--- config.mk ---
export PLATFORM = sky130hd
export DESIGN_NAME = puf_eval_sequencer_flat
export DESIGN_NICKNAME = d
export VERILOG_FILES = /design/src/rtl/puf_eval_sequencer_if.sv /design/src/rtl/puf_eval_sequencer.sv /design/src/flat_wrapper.sv
export SDC_FILE = /design/constraint.sdc
export NUM_CORES = 1
export LEC_CHECK = 0
export BUFFER_PORTS_ARGS = -buffer_cell sky130_fd_sc_hd__buf_2
export CORE_ASPECT_RATIO = 0.5
export CORE_MARGIN = 2
export CORE_UTILIZATION = 30
export CTS_CLUSTER_DIAMETER = 200
export DETAILED_ROUTE_END_ITERATION = 7
export HOLD_SLACK_MARGIN = 0.12
export PLACE_DENSITY_LB_ADDON = 0.15
export SLEW_MARGIN = 25
export SYNTH_ARGS = -nofsm -noshare
export SYNTH_HDL_FRONTEND = slang
export SYNTH_SLANG_ARGS = --single-unit
--- constraint.sdc ---
create_clock -name clk -period 2.2 [get_ports clk]
set_clock_uncertainty 0.05 [all_clocks]
set_input_delay 0.22 -clock clk [delete_from_list [all_inputs] [get_ports clk]]
set_output_delay 0.22 -clock clk [all_outputs]
set_load 0.05 [all_outputs]
--- src/rtl/puf_eval_sequencer_if.sv ---
// PUF core attachment bundle: challenge and evaluation trigger toward the
// core, raw response and its single-cycle valid strobe back from it.
interface puf_eval_sequencer_if #(
  parameter int CHAL_WIDTH = 128,
  parameter int RESP_WIDTH = 128
);

  logic [CHAL_WIDTH-1:0] puf_challenge;
  logic                  puf_trigger;
  logic [RESP_WIDTH-1:0] puf_resp;
  logic                  puf_valid;

  // Sequencer side: drives the challenge and trigger, samples the response.
  modport master (
    output puf_challenge,
    output puf_trigger,
    input  puf_resp,
    input  puf_valid
  );

  // PUF core side.
  modport slave (
    input  puf_challenge,
    input  puf_trigger,
    output puf_resp,
    output puf_valid
  );

endinterface : puf_eval_sequencer_if

--- src/rtl/puf_eval_sequencer.sv ---
// PUF evaluation sequencer.
// On a controller start it latches the challenge, then repeats REPEAT times:
// hold the challenge for SETTLE_CYCLES, pulse the trigger, wait for the
// response. Each response bit feeds its own ones-counter, and the final
// response is the per-bit majority. A missing response past TIMEOUT cycles
// ends the run with timeout_err set and an all-zero response.
module puf_eval_sequencer #(
  parameter int CHAL_WIDTH    = 128,
  parameter int RESP_WIDTH    = 128,
  parameter int SETTLE_CYCLES = 16,
  parameter int REPEAT        = 5,
  parameter int TIMEOUT       = 1024
) (
  input  logic                  clk,
  input  logic                  rst_n,
  // Controller side
  input  logic [CHAL_WIDTH-1:0] chal_in,
  input  logic                  chal_en,
  input  logic                  puf_start,
  output logic                  response_ready,
  output logic [RESP_WIDTH-1:0] response,
  output logic                  busy,
  output logic                  timeout_err,
  // PUF core side
  puf_eval_sequencer_if.master  puf
);

  // Counter widths. Each ones-counter tops out at REPEAT, so it never wraps.
  localparam int CW = $clog2(REPEAT + 1);
  localparam int SW = (SETTLE_CYCLES > 1) ? $clog2(SETTLE_CYCLES) : 1;
  localparam int TW = (TIMEOUT > 1) ? $clog2(TIMEOUT) : 1;

  localparam logic [SW-1:0] SETTLE_LAST  = SW'(SETTLE_CYCLES - 1);
  localparam logic [TW-1:0] TIMEOUT_LAST = TW'(TIMEOUT - 1);
  localparam logic [CW-1:0] EVAL_LAST    = CW'(REPEAT - 1);
  // A bit votes 1 only with a strict majority; an even-REPEAT tie gives 0.
  localparam logic [CW-1:0] MAJ_THRESH   = CW'(REPEAT / 2);

  typedef enum logic [2:0] {
    S_IDLE,
    S_SETTLE,
    S_TRIG,
    S_WAIT,
    S_DONE
  } state_t;

  state_t r_state;
  state_t w_next_state;

  logic                           r_puf_start_q;
  logic                           r_start_armed;
  logic [CHAL_WIDTH-1:0]          r_puf_challenge;
  logic                           r_puf_trigger;
  logic                           r_response_ready;
  logic [RESP_WIDTH-1:0]          r_response;
  logic                           r_timeout_err;
  logic [SW-1:0]                  r_settle_cnt;
  logic [TW-1:0]                  r_wait_cnt;
  logic [CW-1:0]                  r_eval_cnt;
  logic [RESP_WIDTH-1:0][CW-1:0]  r_ones;

  logic                  w_start_evt;
  logic                  w_accept;
  logic                  w_abort;
  logic                  w_settle_done;
  logic                  w_last_eval;
  logic                  w_timeout_hit;
  logic [RESP_WIDTH-1:0] w_vote;

  // A start is a 0->1 edge of puf_start. The arm flag only sets once a 0 has
  // been sampled, so a level already high when reset releases is not a start.
  assign w_start_evt   = puf_start & ~r_puf_start_q & r_start_armed;
  assign w_accept      = (r_state == S_IDLE) & w_start_evt & chal_en;
  assign w_abort       = (r_state != S_IDLE) & ~chal_en;
  assign w_settle_done = (r_settle_cnt == SETTLE_LAST);
  assign w_last_eval   = (r_eval_cnt == EVAL_LAST);
  assign w_timeout_hit = (r_state == S_WAIT) & ~puf.puf_valid &
                         (r_wait_cnt == TIMEOUT_LAST);

  // Start-level history and arming.
  always_ff @(posedge clk or negedge rst_n) begin
    if (!rst_n) begin
      r_puf_start_q <= 1'b0;
      r_start_armed <= 1'b0;
    end else begin
      // NOTE: clocked state always uses non-blocking assignment so every
      // register samples pre-edge values regardless of statement order.
      r_puf_start_q <= puf_start;
      r_start_armed <= r_start_armed | ~puf_start;
    end
  end

  // FSM state register.
  always_ff @(posedge clk or negedge rst_n) begin
    if (!rst_n) begin
      r_state <= S_IDLE;
    end else begin
      r_state <= w_next_state;
    end
  end

  // FSM next-state logic; a dropped chal_en outranks every other transition.
  always_comb begin
    // NOTE: the default assignment first means every path drives the
    // signal, so no latch is inferred.
    w_next_state = r_state;
    if (w_abort) begin
      w_next_state = S_IDLE;
    end else begin
      case (r_state)
        S_IDLE:   if (w_accept) w_next_state = S_SETTLE;
        S_SETTLE: if (w_settle_done) w_next_state = S_TRIG;
        S_TRIG:   w_next_state = S_WAIT;
        S_WAIT: begin
          if (puf.puf_valid) begin
            w_next_state = w_last_eval ? S_DONE : S_SETTLE;
          end else if (w_timeout_hit) begin
            w_next_state = S_DONE;
          end
        end
        S_DONE:   w_next_state = S_IDLE;
        default:  w_next_state = S_IDLE;
      endcase
    end
  end

  // Per-bit majority over the ones-counters.
  always_comb begin
    w_vote = '0;
    for (int i = 0; i < RESP_WIDTH; i++) begin
      w_vote[i] = (r_ones[i] > MAJ_THRESH);
    end
  end

  // Datapath: challenge latch, counters, trigger, result registers.
  always_ff @(posedge clk or negedge rst_n) begin
    if (!rst_n) begin
      r_puf_challenge  <= '0;
      r_puf_trigger    <= 1'b0;
      r_response_ready <= 1'b0;
      r_response       <= '0;
      r_timeout_err    <= 1'b0;
      r_settle_cnt     <= '0;
      r_wait_cnt       <= '0;
      r_eval_cnt       <= '0;
      // NOTE: the counter array is reset too, so a run cut short by reset
      // leaves no stale votes behind for the next run.
      r_ones           <= '0;
    end else begin
      // The trigger is registered from the next state so it is a clean
      // one-cycle pulse coinciding exactly with TRIG.
      r_puf_trigger <= (w_next_state == S_TRIG);

      if (w_accept) begin
        r_puf_challenge  <= chal_in;
        r_response_ready <= 1'b0;
        r_timeout_err    <= 1'b0;
        r_settle_cnt     <= '0;
        r_wait_cnt       <= '0;
        r_eval_cnt       <= '0;
        r_ones           <= '0;
      end else if (w_abort) begin
        // Aborted run: no result is presented and the old response stays.
        r_response_ready <= 1'b0;
        r_settle_cnt     <= '0;
        r_wait_cnt       <= '0;
      end else begin
        case (r_state)
          S_SETTLE: begin
            r_settle_cnt <= w_settle_done ? '0 : r_settle_cnt + 1'b1;
          end
          S_TRIG: begin
            r_wait_cnt <= '0;
          end
          S_WAIT: begin
            if (puf.puf_valid) begin
              for (int i = 0; i < RESP_WIDTH; i++) begin
                r_ones[i] <= r_ones[i] + CW'(puf.puf_resp[i]);
              end
              r_eval_cnt <= r_eval_cnt + 1'b1;
            end else if (w_timeout_hit) begin
              r_timeout_err <= 1'b1;
              r_response    <= '0;
            end else begin
              r_wait_cnt <= r_wait_cnt + 1'b1;
            end
          end
          S_DONE: begin
            // A timed-out run already forced the response to zero.
            if (!r_timeout_err) begin
              r_response <= w_vote;
            end
            r_response_ready <= 1'b1;
          end
          default: ;
        endcase
      end
    end
  end

  assign busy              = (r_state != S_IDLE);
  assign response_ready    = r_response_ready;
  assign response          = r_response;
  assign timeout_err       = r_timeout_err;
  assign puf.puf_challenge = r_puf_challenge;
  assign puf.puf_trigger   = r_puf_trigger;

endmodule : puf_eval_sequencer
--- src/flat_wrapper.sv ---
// flat-port wrapper written by rule: the top's interface ports become plain ports
module puf_eval_sequencer_flat 
#(
  parameter int CHAL_WIDTH    = 128,
  parameter int RESP_WIDTH    = 128,
  parameter int SETTLE_CYCLES = 16,
  parameter int REPEAT        = 5,
  parameter int TIMEOUT       = 1024
)
  (clk, rst_n, chal_in, chal_en, puf_start, response_ready, response, busy, timeout_err, puf_puf_challenge, puf_puf_trigger, puf_puf_resp, puf_puf_valid);
  puf_eval_sequencer_if #(.CHAL_WIDTH(CHAL_WIDTH), .RESP_WIDTH(RESP_WIDTH)) puf_i ();
  input  logic clk;
  input  logic rst_n;
  input  logic [CHAL_WIDTH-1:0] chal_in;
  input  logic chal_en;
  input  logic puf_start;
  output logic response_ready;
  output logic [RESP_WIDTH-1:0] response;
  output logic busy;
  output logic timeout_err;
  output wire logic [$bits(puf_i.puf_challenge)-1:0] puf_puf_challenge;
  output wire logic [$bits(puf_i.puf_trigger)-1:0] puf_puf_trigger;
  input wire logic [$bits(puf_i.puf_resp)-1:0] puf_puf_resp;
  input wire logic [$bits(puf_i.puf_valid)-1:0] puf_puf_valid;
  assign puf_puf_challenge = puf_i.puf_challenge;
  assign puf_puf_trigger = puf_i.puf_trigger;
  assign puf_i.puf_resp = puf_puf_resp;
  assign puf_i.puf_valid = puf_puf_valid;
  puf_eval_sequencer #(.CHAL_WIDTH(CHAL_WIDTH), .RESP_WIDTH(RESP_WIDTH), .SETTLE_CYCLES(SETTLE_CYCLES), .REPEAT(REPEAT), .TIMEOUT(TIMEOUT)) u_core (.clk(clk), .rst_n(rst_n), .chal_in(chal_in), .chal_en(chal_en), .puf_start(puf_start), .response_ready(response_ready), .response(response), .busy(busy), .timeout_err(timeout_err), .puf(puf_i));
endmodule
==> results of run 1 <==
-- report_power, final --
part / switching (mW) / internal, mW
combinational: 6.01 / 2.39
clock: 5.10 / 6.75
sequential: 0.561 / 13.4
total: 11.7 / 22.5
-- synthesized netlist by cell type (2+ instances only) --
cell       instances  area (µm²)
and3_1             2        12.5
a21oi_1          205        1030
and4_1             2        17.5
nor3_1             3        15.0
a31oi_1           10        62.6
dfrtp_1          665       16600
a21o_1             2        15.0
buf_2             81         405
o31ai_1            2        15.0
xor2_1           130        1140
nor2_1           139         522
ha_1             260        3250
and4b_1            2        20.0
nor4_2             2        25.0
buf_6             13         146
o211ai_1           3        22.5
mux2_2           129        1450
inv_1             11        41.3
nand3b_1           4        30.0
buf_4             14         105
nand2_1          530        1990
buf_1             15        56.3
nand3_1          323        1620
o21ai_0            9        45.0
clkbuf_1          52         195
or3b_2             2        17.5
o2bb2ai_1        128        1120
-- critical path, cell delays in order, from the launching register on --
cell and delay, ns:
dfrtp_2 0.49, nor3_4 0.20, buf_4 0.17, inv_1 0.08, buf_4 0.21
-- timing repair --
action                      CTS  global route
setup buffers                 0             1
hold buffers                262             0
gates resized for setup       1             4
pin swaps                     0             2
hold endpoints to repair   1062             0
setup endpoints to repair     1           109
gates cloned                  0             0
-- state kept, by name (all words and copies together), names as in the netlist, 3 cells and up --
name                      flops
u_core.r_settle_cnt           4
u_core.r_ones               384
u_core.response             128
u_core.puf.puf_challenge    128
u_core.r_eval_cnt             3
u_core.r_state                3
u_core.r_wait_cnt            10
-- metal layers --
layer  global-route usage, %  vias up  wire, µm
met1                    21.6    11339     38100
met2                    29.2      315     43600
met5                       0        -        16
met3                    3.16      125      2780
li1                        -    11060         -
met4                    4.56        2      2110
-- worst min-delay path by stage --
stage,start,end,slack (ns),depth (start not counted)
finish,rst_n,u_core.r_ones[3]$_DFFE_PN0P_,0.24,3
global route,rst_n,u_core.r_ones[3]$_DFFE_PN0P_,0.23,3
global placement,rst_n,u_core.puf.puf_challenge[120]$_DFFE_PN0N_,0.06,1
CTS,rst_n,u_core.r_ones[270]$_DFFE_PN0P_,0.19,3
detailed placement,rst_n,u_core.puf.puf_challenge[101]$_DFFE_PN0N_,0.06,1
floorplan,rst_n,u_core.puf.puf_challenge[0]$_DFFE_PN0N_,-0.13,0
-- final cells by class --
class,count,area [µm²]
Multi-Input combinational cell,1907,12700
Clock buffer,102,2070
Sequential cell,665,16600
Clock inverter,20,160
Inverter,11,41.3
Tap cell,1344,1680
Fill cell,9812,60300
Timing Repair Buffer,867,6390
-- cell families (layout without fill, tap and decap cells) --
kind of cell	count (synthesis)	in the layout	synth area share (%)
and+or+nand+nor	1021	1021	14.6
DFF	665	665	55.1
AOI/OAI and AO/OA	366	366	7.82
adders and majority gates	260	260	10.8
buffers and inverters	187	1000	3.16
xor gates and xnor gates	130	130	3.77
muxes	130	130	4.84
-- metrics by stage --
stage	setup slack (ns)	util, %	std cells	power (mW)	cell area (µm²)
finish	0.151	39.7	4916	34.2	39700
global route	0.000745	39.7	4916	35.8	39700
CTS	0.000558	39.7	4915	34.8	39600
detailed placement	0.0942	34.8	4531	22.2	34800
global placement	0.130	34.8	4531	22.2	34800
floorplan	0.350	-	2759	19.7	30200
==> impl_results.md, run 1 <==
* Outcome: complete, no violations
* Max-cap violations at 0
* Worst slew margin at 49.1%
* P per Cell Area at 862 nW/µm²
* Num ports at 521
* Clock H-tree levels at 3
* Setup TNS at 0 ns
* Worst hold margin at 0.238 ns
* # DRC at 0
* Root Driver: clkbuf_16
* Hold/Removal Path Class: primary input to async pin
* Clk buf depth at 3
* Leakage dissipation at 20.5 nW
* R2r setup slk at 0.15 ns
* Die Ht at 228 µm
* Crit-path max FO at 7
* Count of final setup violators at 0
* Critical path endpoint: busy
* Unrepaired setup endpoints after global routing: false
* Setup crit start kind: flop
* Antenna violations before repair at 1
* Worst reg2reg startpoint: u_core.r_wait_cnt[1]$_DFFE_PN0P_
* Synth Register Bits at 665
* CP arrival at 1.78 ns
* Post-synth cell types at 48
* Port Buf Inserts at 520
* Crit end category: output pin
* Num CTS Buffers at 70
* Critical path required time at 1.93 ns
* Core area at 99900 µm²
* Clk sink count at 665
* Total wire length at 86.6 mm
* Vias per cell at 4.65
* Initial Utilization at 30.2%
* CTS tree: yes
* Drt wl/cell at 17.6 µm
* DR iter-0 viols at 1074
* Highest Clock Rate at 488 MHz
* GP Congestion at 0.758
* Post-synth EDFFs at 0
* Row count at 82
* First-pass GRT wire length at 138 mm
* Final min period at 2.05 ns
* Die W at 453 µm
* Worst skew pair latency at 0.64 ns
* Synth Flop Type: dfrtp_1
* Post-DP HPWL at 55.6 mm
* Share of layout cells above drive strength 1 at 24.0%
* Most common cell after layout, fill and taps aside: dfrtp_1
* First-pass iteration count of the detailed router at 5
* Pins Over Slew Limit at 0
* Final worst-path cycle share at 93.1%
* Crit. Startpoint: u_core.r_state[1]$_DFF_PN0_
* Cell Area, Synth at 30200 µm²
* Clk slew on worst S/H paths at 0.06 ns
* Final Hold Fails at 0
* N_diodes at 0
* Synth warnings at 0
* Die area at 103000 µm²
* Mean Syn Cell Area at 10.9 µm²
* Crit Path Class: flop to output pin
* Worst ir drop on vdd at 0.887 mV
* Final ANT Viol Nets at 0
* Number of global-route vias before repair at 24074
* Grt ovf at 0
* Layout overhead on the synthesized area at 31.3%
* Syn_nets at 3280
* Worst Reg-to-Reg Cells at 6
* Via count at 22841
* Post-Synthesis Cells at 2759
* Asr flop ratio synth at 100%
* GRT Util Overall at 16.9%
* Reg2Reg Capture Point: u_core.r_state[2]$_DFF_PN0_
* Commonest non-fill, non-tap cells in the layout: 663 x dfrtp_1, 528 x nand2_1, 518 x buf_2, 323 x nand3_1, 261 x dlygate4sd3_1
* Seq/Total Area, Yosys at 55.1%
* Nets at 4043
* Worst Tran Pin Value at 0.763 ns
* Pin count of the biggest net entering global routing at 129
Power figures use the tool's default switching activity.
==> run 2, diff against run 1 <==
PLACE_DENSITY_LB_ADDON = default   (was 0.15)
RECOVER_POWER = 25   (was default)
==> impl_results.md, run 2 (synthesis gave the netlist of run 1 again) <==
* Critical path's most frequent cell: buf_4
* Worst path cell trace: nor3_4 > buf_4 > inv_1 > buf_4
* Number of global-route vias before repair at 24557 (+2.0%)
* Row count at 82 (unchanged)
* Reg2Reg Capture Point: u_core.r_ones[121]$_DFFE_PN0P_
* Core area at 99900 µm² (unchanged)
* Most flops, register: u_core.r_ones
* Grt ovf at 0 (unchanged)
* Max-cap violations at 0 (unchanged)
* Antenna violations before repair at 4 (+3)
* Max reg flops at 384 (unchanged)
* Area after DPL at 34700 µm² (-0.20%)
* Worst skew pair latency at 0.64 ns (about the same)
* DR iter-0 viols at 1396 (+30%)
* Hold/Removal Path Class: primary input to flop
* Unrepaired setup endpoints after global routing: false
* Area of the multi-input gates at 12700 µm² (about the same)
* CTS tree: yes
* P per Cell Area at 859 nW/µm² (-0.45%)
* Vias per cell at 4.78 (+3.0%)
* GRT Util Overall at 16.1% (-0.78 points)
* # DRC at 0 (unchanged)
* Hold EP: u_core.puf.puf_challenge[127]$_DFFE_PN0N_
* Critical path required time at 1.93 ns (about the same)
* Initial Utilization at 30.2% (unchanged)
* Count of final setup violators at 0 (unchanged)
* Pin count of the biggest net entering global routing at 85 (-34%)
* Hold_sp: chal_in[127]
* Register Area at 16600 µm² (unchanged)
* Clk sink count at 665 (unchanged)
* Setup crit start kind: flop
* R2r setup slk at 0.23 ns (+0.08 ns)
* Final worst-path cycle share at 93.5% (+0.35 points)
* Clk buf depth at 3 (unchanged)
* Clk slew on worst S/H paths at 0.07 ns (about the same)
* Worst slew margin at 34.6% (-15 points)
* Port Buf Inserts at 520 (unchanged)
* Slowest stage cell, crit path: dfrtp_2
* Most common cell after layout, fill and taps aside: dfrtp_1
* Drt wl/cell at 17.1 µm (-2.8%)
* Final min period at 2.06 ns (+0.00776 ns)
* Crit end category: output pin
* First-pass iteration count of the detailed router at 5 (unchanged)
* Fill count at 9666 (-1.5%)
* Final Power at 33.9 mW (-1.0%)
* Hold depth at 3
* Share of layout cells above drive strength 1 at 23.7% (-0.37 points)
* Outcome: complete, no violations
* Die area at 103000 µm² (unchanged)
* Num ports at 521 (unchanged)
* Commonest non-fill, non-tap cells in the layout: 663 x dfrtp_1, 528 x nand2_1, 517 x buf_2, 323 x nand3_1
* Crit-path max FO at 10 (+3)
* Clock H-tree levels at 3 (unchanged)
* Post-DP HPWL at 53.6 mm (-3.6%)
* Root Driver: clkbuf_16
* Nets at 4036 (-0.17%)
* Worst ir drop on vdd at 0.858 mV (-3.3%)
* Via count at 23502 (+2.9%)
* First-pass GRT wire length at 134 mm (-2.9%)
* Pins Over Slew Limit at 0 (unchanged)
* Total wire length at 84.1 mm (-2.9%)
* Worst hold margin at 0.292 ns (+0.0541 ns)
* Die W at 453 µm (unchanged)
* Final core utilization at 39.5% (-0.22 points)
* Die Ht at 228 µm (unchanged)
* Worst Reg-to-Reg Cells at 6 (unchanged)
* Design area at 39400 µm² (-0.56%)
* Worst reg2reg startpoint: u_core.r_state[2]$_DFF_PN0_
* Final Hold Fails at 0 (unchanged)
* CP arrival at 1.79 ns (about the same)
* Num CTS Buffers at 67 (-4.3%)
* Crit Path Class: flop to output pin
* Leakage dissipation at 20.4 nW (-0.66%)
* Slowest stage delay, CP at 0.47 ns (-0.02 ns)
* Highest Clock Rate at 486 MHz (-0.38%)
* GP Congestion at 0.802 (+5.9%)
* Layout overhead on the synthesized area at 30.5%
* Final ANT Viol Nets at 0 (unchanged)
* Worst Tran Pin Value at 0.981 ns (+0.218 ns)
-- run 2: critical path: cells and delay by family, from the launching register on --
family,cells,cell delay [ns]
buffers and inverters,3,0.47
and+or+nand+nor,1,0.20
DFF,1,0.47
-- run 2: area by class of cell --
cell class                 count  share of cell area (%)
inverter                      11                   0.105
clock buffer                  95                    4.90
sequential                   665                    42.2
clock inverter                24                   0.666
multi-input combinational   1907                    32.1
antenna                        4                  0.0254
tap                         1344                    4.26
timing repair buffer         863                    15.7
-- run 2: worst max-delay path by stage --
| stage | endpoint | slack, ns | start |
|---|---|---|---|
| finish | busy | 0.14 | u_core.r_state[1]$_DFF_PN0_ |
| global route | busy | 0.02 | u_core.r_state[1]$_DFF_PN0_ |
| CTS | busy | 0.01 | u_core.r_state[0]$_DFF_PN0_ |
| detailed placement | u_core.response[82]$_DFFE_PN0P_ | -0.01 | u_core.r_wait_cnt[0]$_DFFE_PN0P_ |
| global placement | u_core.response[78]$_DFFE_PN0P_ | 0.04 | u_core.r_wait_cnt[0]$_DFFE_PN0P_ |
| floorplan | u_core.r_ones[146]$_DFFE_PN0P_ | 0.35 | u_core.r_state[0]$_DFF_PN0_ |
-- run 2: timing repair --
action / 4_1_cts / 5_1_grt
setup buffers: 0 / 5
pin swaps: 1 / 2
hold buffers: 261 / 0
hold endpoints to repair: 1072 / 0
endpoints found under the setup margin: 2 / 56
gates resized for setup: 1 / 3
-- run 2: per-stage QoR --
| stage | setup slack [ns] | setup TNS [ns] | instances |
|---|---|---|---|
| 2_1_floorplan | 0.350 | 0 | 2759 |
| 3_3_place_gp | 0.0374 | 0 | 4524 |
| 3_5_place_dp | -0.0144 | -0.0144 | 4524 |
| 4_1_cts | 0.0108 | 0 | 4904 |
| 5_1_grt | 0.0223 | 0 | 4912 |
| 6_report | 0.143 | 0 | 4913 |
-- run 2: where the power goes --
| group | total, mW | internal, mW | leakage (nW) | switching [mW] |
|---|---|---|---|---|
| Sequential | 14.0 | 13.4 | 9.01 | 0.597 |
| Clock | 11.6 | 6.45 | 1.08 | 5.10 |
| Combinational | 8.32 | 2.35 | 10.3 | 5.97 |
| Total | 33.9 | 22.2 | 20.4 | 11.7 |
-- run 2: routing by layer --
layer  part of all wire (%)  vias to the layer above  global-route usage [%]
li1                       -                    11031                       -
met1                     41                    11893                    19.2
met2                     52                      419                    28.7
met3                    3.5                      157                    2.66
met4                    3.6                        2                    6.55
met5                 0.0083                        -                       0
==> run 3, diff against run 2 <==
ABC_AREA = 1   (was default)
==> impl_results.md, run 3 <==
* Outcome: finished, violations left
* Violated checks: capacitance limit, slew limit
* Pins Over Slew Limit at 69 (+69)
* GP Congestion at 0.801 (-0.21%)
* Post-Synthesis Cells at 3629 (+32%)
* First-pass iteration count of the detailed router at 5 (unchanged)
* Final min period at 2.04 ns (-0.0189 ns)
* Total wire length at 90.0 mm (+7.1%)
* Worst Tran Pin Value at 1.59 ns (+0.609 ns)
* Most flops, register: u_core.r_ones
* GRT Util Overall at 16.4% (+0.27 points)
* Post-synth EDFFs at 0 (unchanged)
* Setup crit start kind: flop
* Hold/Removal Path Class: primary input to flop
* Worst Reg-to-Reg Cells at 8 (+2)
* Crit end category: flop
* Row count at 84 (+2.4%)
* Grt peak-use layer: met2
* Worst skew pair latency at 0.65 ns (about the same)
* Unrepaired setup endpoints after global routing: false
* Post-synth cell types at 31 (-35%)
* Worst ir drop on vdd at 1.06 mV (+23%)
* Port Buf Inserts at 520 (unchanged)
* Die area at 109000 µm² (+5.7%)
* Post-DP HPWL at 57.7 mm (+7.7%)
* P per Cell Area at 967 nW/µm² (+13%)
* Synth warnings at 0 (unchanged)
* Design area at 41300 µm² (+4.7%)
* First-pass GRT wire length at 146 mm (+8.6%)
* Met2 Usage GRT at 29.1% (+0.37 points)
* Antenna violations before repair at 5 (+1)
* Synth Flop Type: dfrtp_1
* Nets at 4870 (+21%)
* Vias per cell at 4.63 (-3.1%)
* Die W at 466 µm (+2.8%)
* Area after DPL at 36400 µm² (+4.8%)
* Clk buf depth at 3 (unchanged)
* Setup bufs post-CTS at 0 (unchanged)
* Crit-path max FO at 100 (+90)
* Clock H-tree levels at 3 (unchanged)
* Share of layout cells above drive strength 1 at 16.6% (-7.0 points)
* M1 GR Usage at 19.7% (+0.51 points)
* Final ANT Viol Nets at 0 (unchanged)
* Drt wl/cell at 15.5 µm (-9.6%)
* Crit Path Class: flop to flop
* Most common cell after layout, fill and taps aside: nand2_1
* Max-cap violations at 1 (+1)
* Num ports at 521 (unchanged)
* Met3 Track Usage GR at 2.75% (+0.090 points)
* Leakage dissipation at 22.7 nW (+12%)
* Highest Clock Rate at 491 MHz (+0.93%)
* Synth Register Bits at 665 (unchanged)
* Most numerous cell in the Yosys netlist: nand2_1
* Initial Utilization at 30.3% (+0.11 points)
* Hold depth at 2 (-1)
* Seq/Total Area, Yosys at 52.1% (-3.0 points)
* Max reg flops at 384 (unchanged)
* Die Ht at 235 µm (+2.8%)
* Post-synth top cells: 1470 x nand2_1, 665 x dfrtp_1, 343 x nand3_1, 260 x ha_1, 178 x o21ai_1
* Asr flop ratio synth at 100% (unchanged)
* CP arrival at 2.55 ns (+0.76 ns)
* Number of global-route vias before repair at 27352 (+11%)
* Syn_nets at 4150 (+27%)
* Num CTS Buffers at 68 (+1.5%)
* Critical path required time at 2.71 ns (+0.78 ns)
* Synth area leaders: dfrtp_1 52%, nand2_1 17%, ha_1 10%, nand3_1 5.4%, xor2_1 3.6%
* Grt ovf at 0 (unchanged)
* Clk slew on worst S/H paths at 0.07 ns (about the same)
* # DRC at 0 (unchanged)
* Clk sink count at 665 (unchanged)
* Layout overhead on the synthesized area at 29.3%
* Commonest non-fill, non-tap cells in the layout: 1469 x nand2_1, 665 x dfrtp_1, 518 x buf_2, 342 x nand3_1, 261 x dlygate4sd3_1
* CTS tree: yes
* Via count at 26982 (+15%)
* DR iter-0 viols at 1647 (+18%)
* Post-synth top area cell: dfrtp_1
* Final Hold Fails at 0 (unchanged)
* Mean Syn Cell Area at 8.81 µm² (-20%)
* Pin count of the biggest net entering global routing at 121 (+42%)
* Final worst-path cycle share at 92.6% (-0.86 points)
* Setup TNS at 0 ns (unchanged)
* Core area at 105000 µm² (+5.4%)
* Worst slew margin at -6.03% (-41 points)
* Share of the synthesized area in the top cell type at 52.1% (-3.0 points)
* Count of final setup violators at 0 (unchanged)
* Root Driver: clkbuf_16
* Cell Area, Synth at 32000 µm² (+5.8%)
-- run 3: per-stage QoR --
stage	worst slack, ns	std cells	total power, mW	hold WS, ns	util (%)
6_report	0.162	5823	40.0	0.245	39.2
5_1_grt	0.00992	5822	42.4	0.225	39.2
3_5_place_dp	0.102	5435	27.6	0.00268	34.5
2_1_floorplan	0.203	3629	24.2	-0.126	-
4_1_cts	0.0880	5817	40.4	0.130	39.2
3_3_place_gp	0.156	5435	27.2	0.00306	34.5
-- run 3: timing repair --
action | CTS | global route
endpoints found under the hold margin | 1154 | 0
hold buffers | 261 | 0
resized for setup | 0 | 7
endpoints found under the setup margin | 0 | 133
-- run 3: cells by family (layout without fill, tap and decap cells) --
family          Yosys count  after routing  synth area share (%)
other cells               0              4                     0
simple gates           1984           1984                  24.9
flops                   665            665                  52.1
xor+xnor                130            130                  3.56
buf+inv                 245           1016                  3.86
fa+ha+maj               260            260                  10.2
compound gates          345            345                  5.44
-- run 3: layout make-up --
type | count | area, µm²
clock inverter | 32 | 420
clock buffer | 89 | 1870
antenna | 4 | 10.0
tap | 1419 | 1780
inverter | 30 | 119
timing repair buffer | 865 | 6320
fill | 10438 | 64000
multi-input combinational | 2719 | 14100
sequential | 665 | 16600
-- run 3: where the power goes --
| group | internal, mW | total [mW] | switching (mW) |
|---|---|---|---|
| combinational | 3.45 | 11.5 | 8.02 |
| sequential | 14.6 | 16.3 | 1.68 |
| clock | 7.01 | 12.2 | 5.19 |
| total | 25.1 | 40.0 | 14.9 |
-- run 3: worst paths after layout --
check	start	to	slack (ns)
setup / recovery	u_core.r_start_armed$_DFF_PN0_	u_core.r_ones[169]$_DFFE_PN0P_	0.16
hold / removal	puf_start	u_core.r_puf_start_q$_DFF_PN0_	0.24
setup reg to reg	u_core.r_start_armed$_DFF_PN0_	u_core.r_ones[169]$_DFFE_PN0P_	0.16
hold reg to reg	u_core.r_start_armed$_DFF_PN0_	u_core.r_start_armed$_DFF_PN0_	0.41
max in group asynchronous	rst_n	u_core.r_ones[143]$_DFFE_PN0P_	0.37
min in group asynchronous	rst_n	u_core.r_puf_start_q$_DFF_PN0_	0.41
-- run 3: routing by layer --
layer,up-vias,routed length (µm)
met5,-,0
met4,0,3160
met3,173,3720
met2,563,45900
met1,13039,37200
li1,13207,-
-- run 3: critical path, cell delays in order (launching register included) --
cell and delay [ns]:
dfrtp_1 0.38, nand2_1 0.06, nor2_1 0.04, buf_4 0.14, nand2_8 0.09, buf_12 0.39, buf_4 0.44, nand2_1 0.09
o21ai_0 0.18
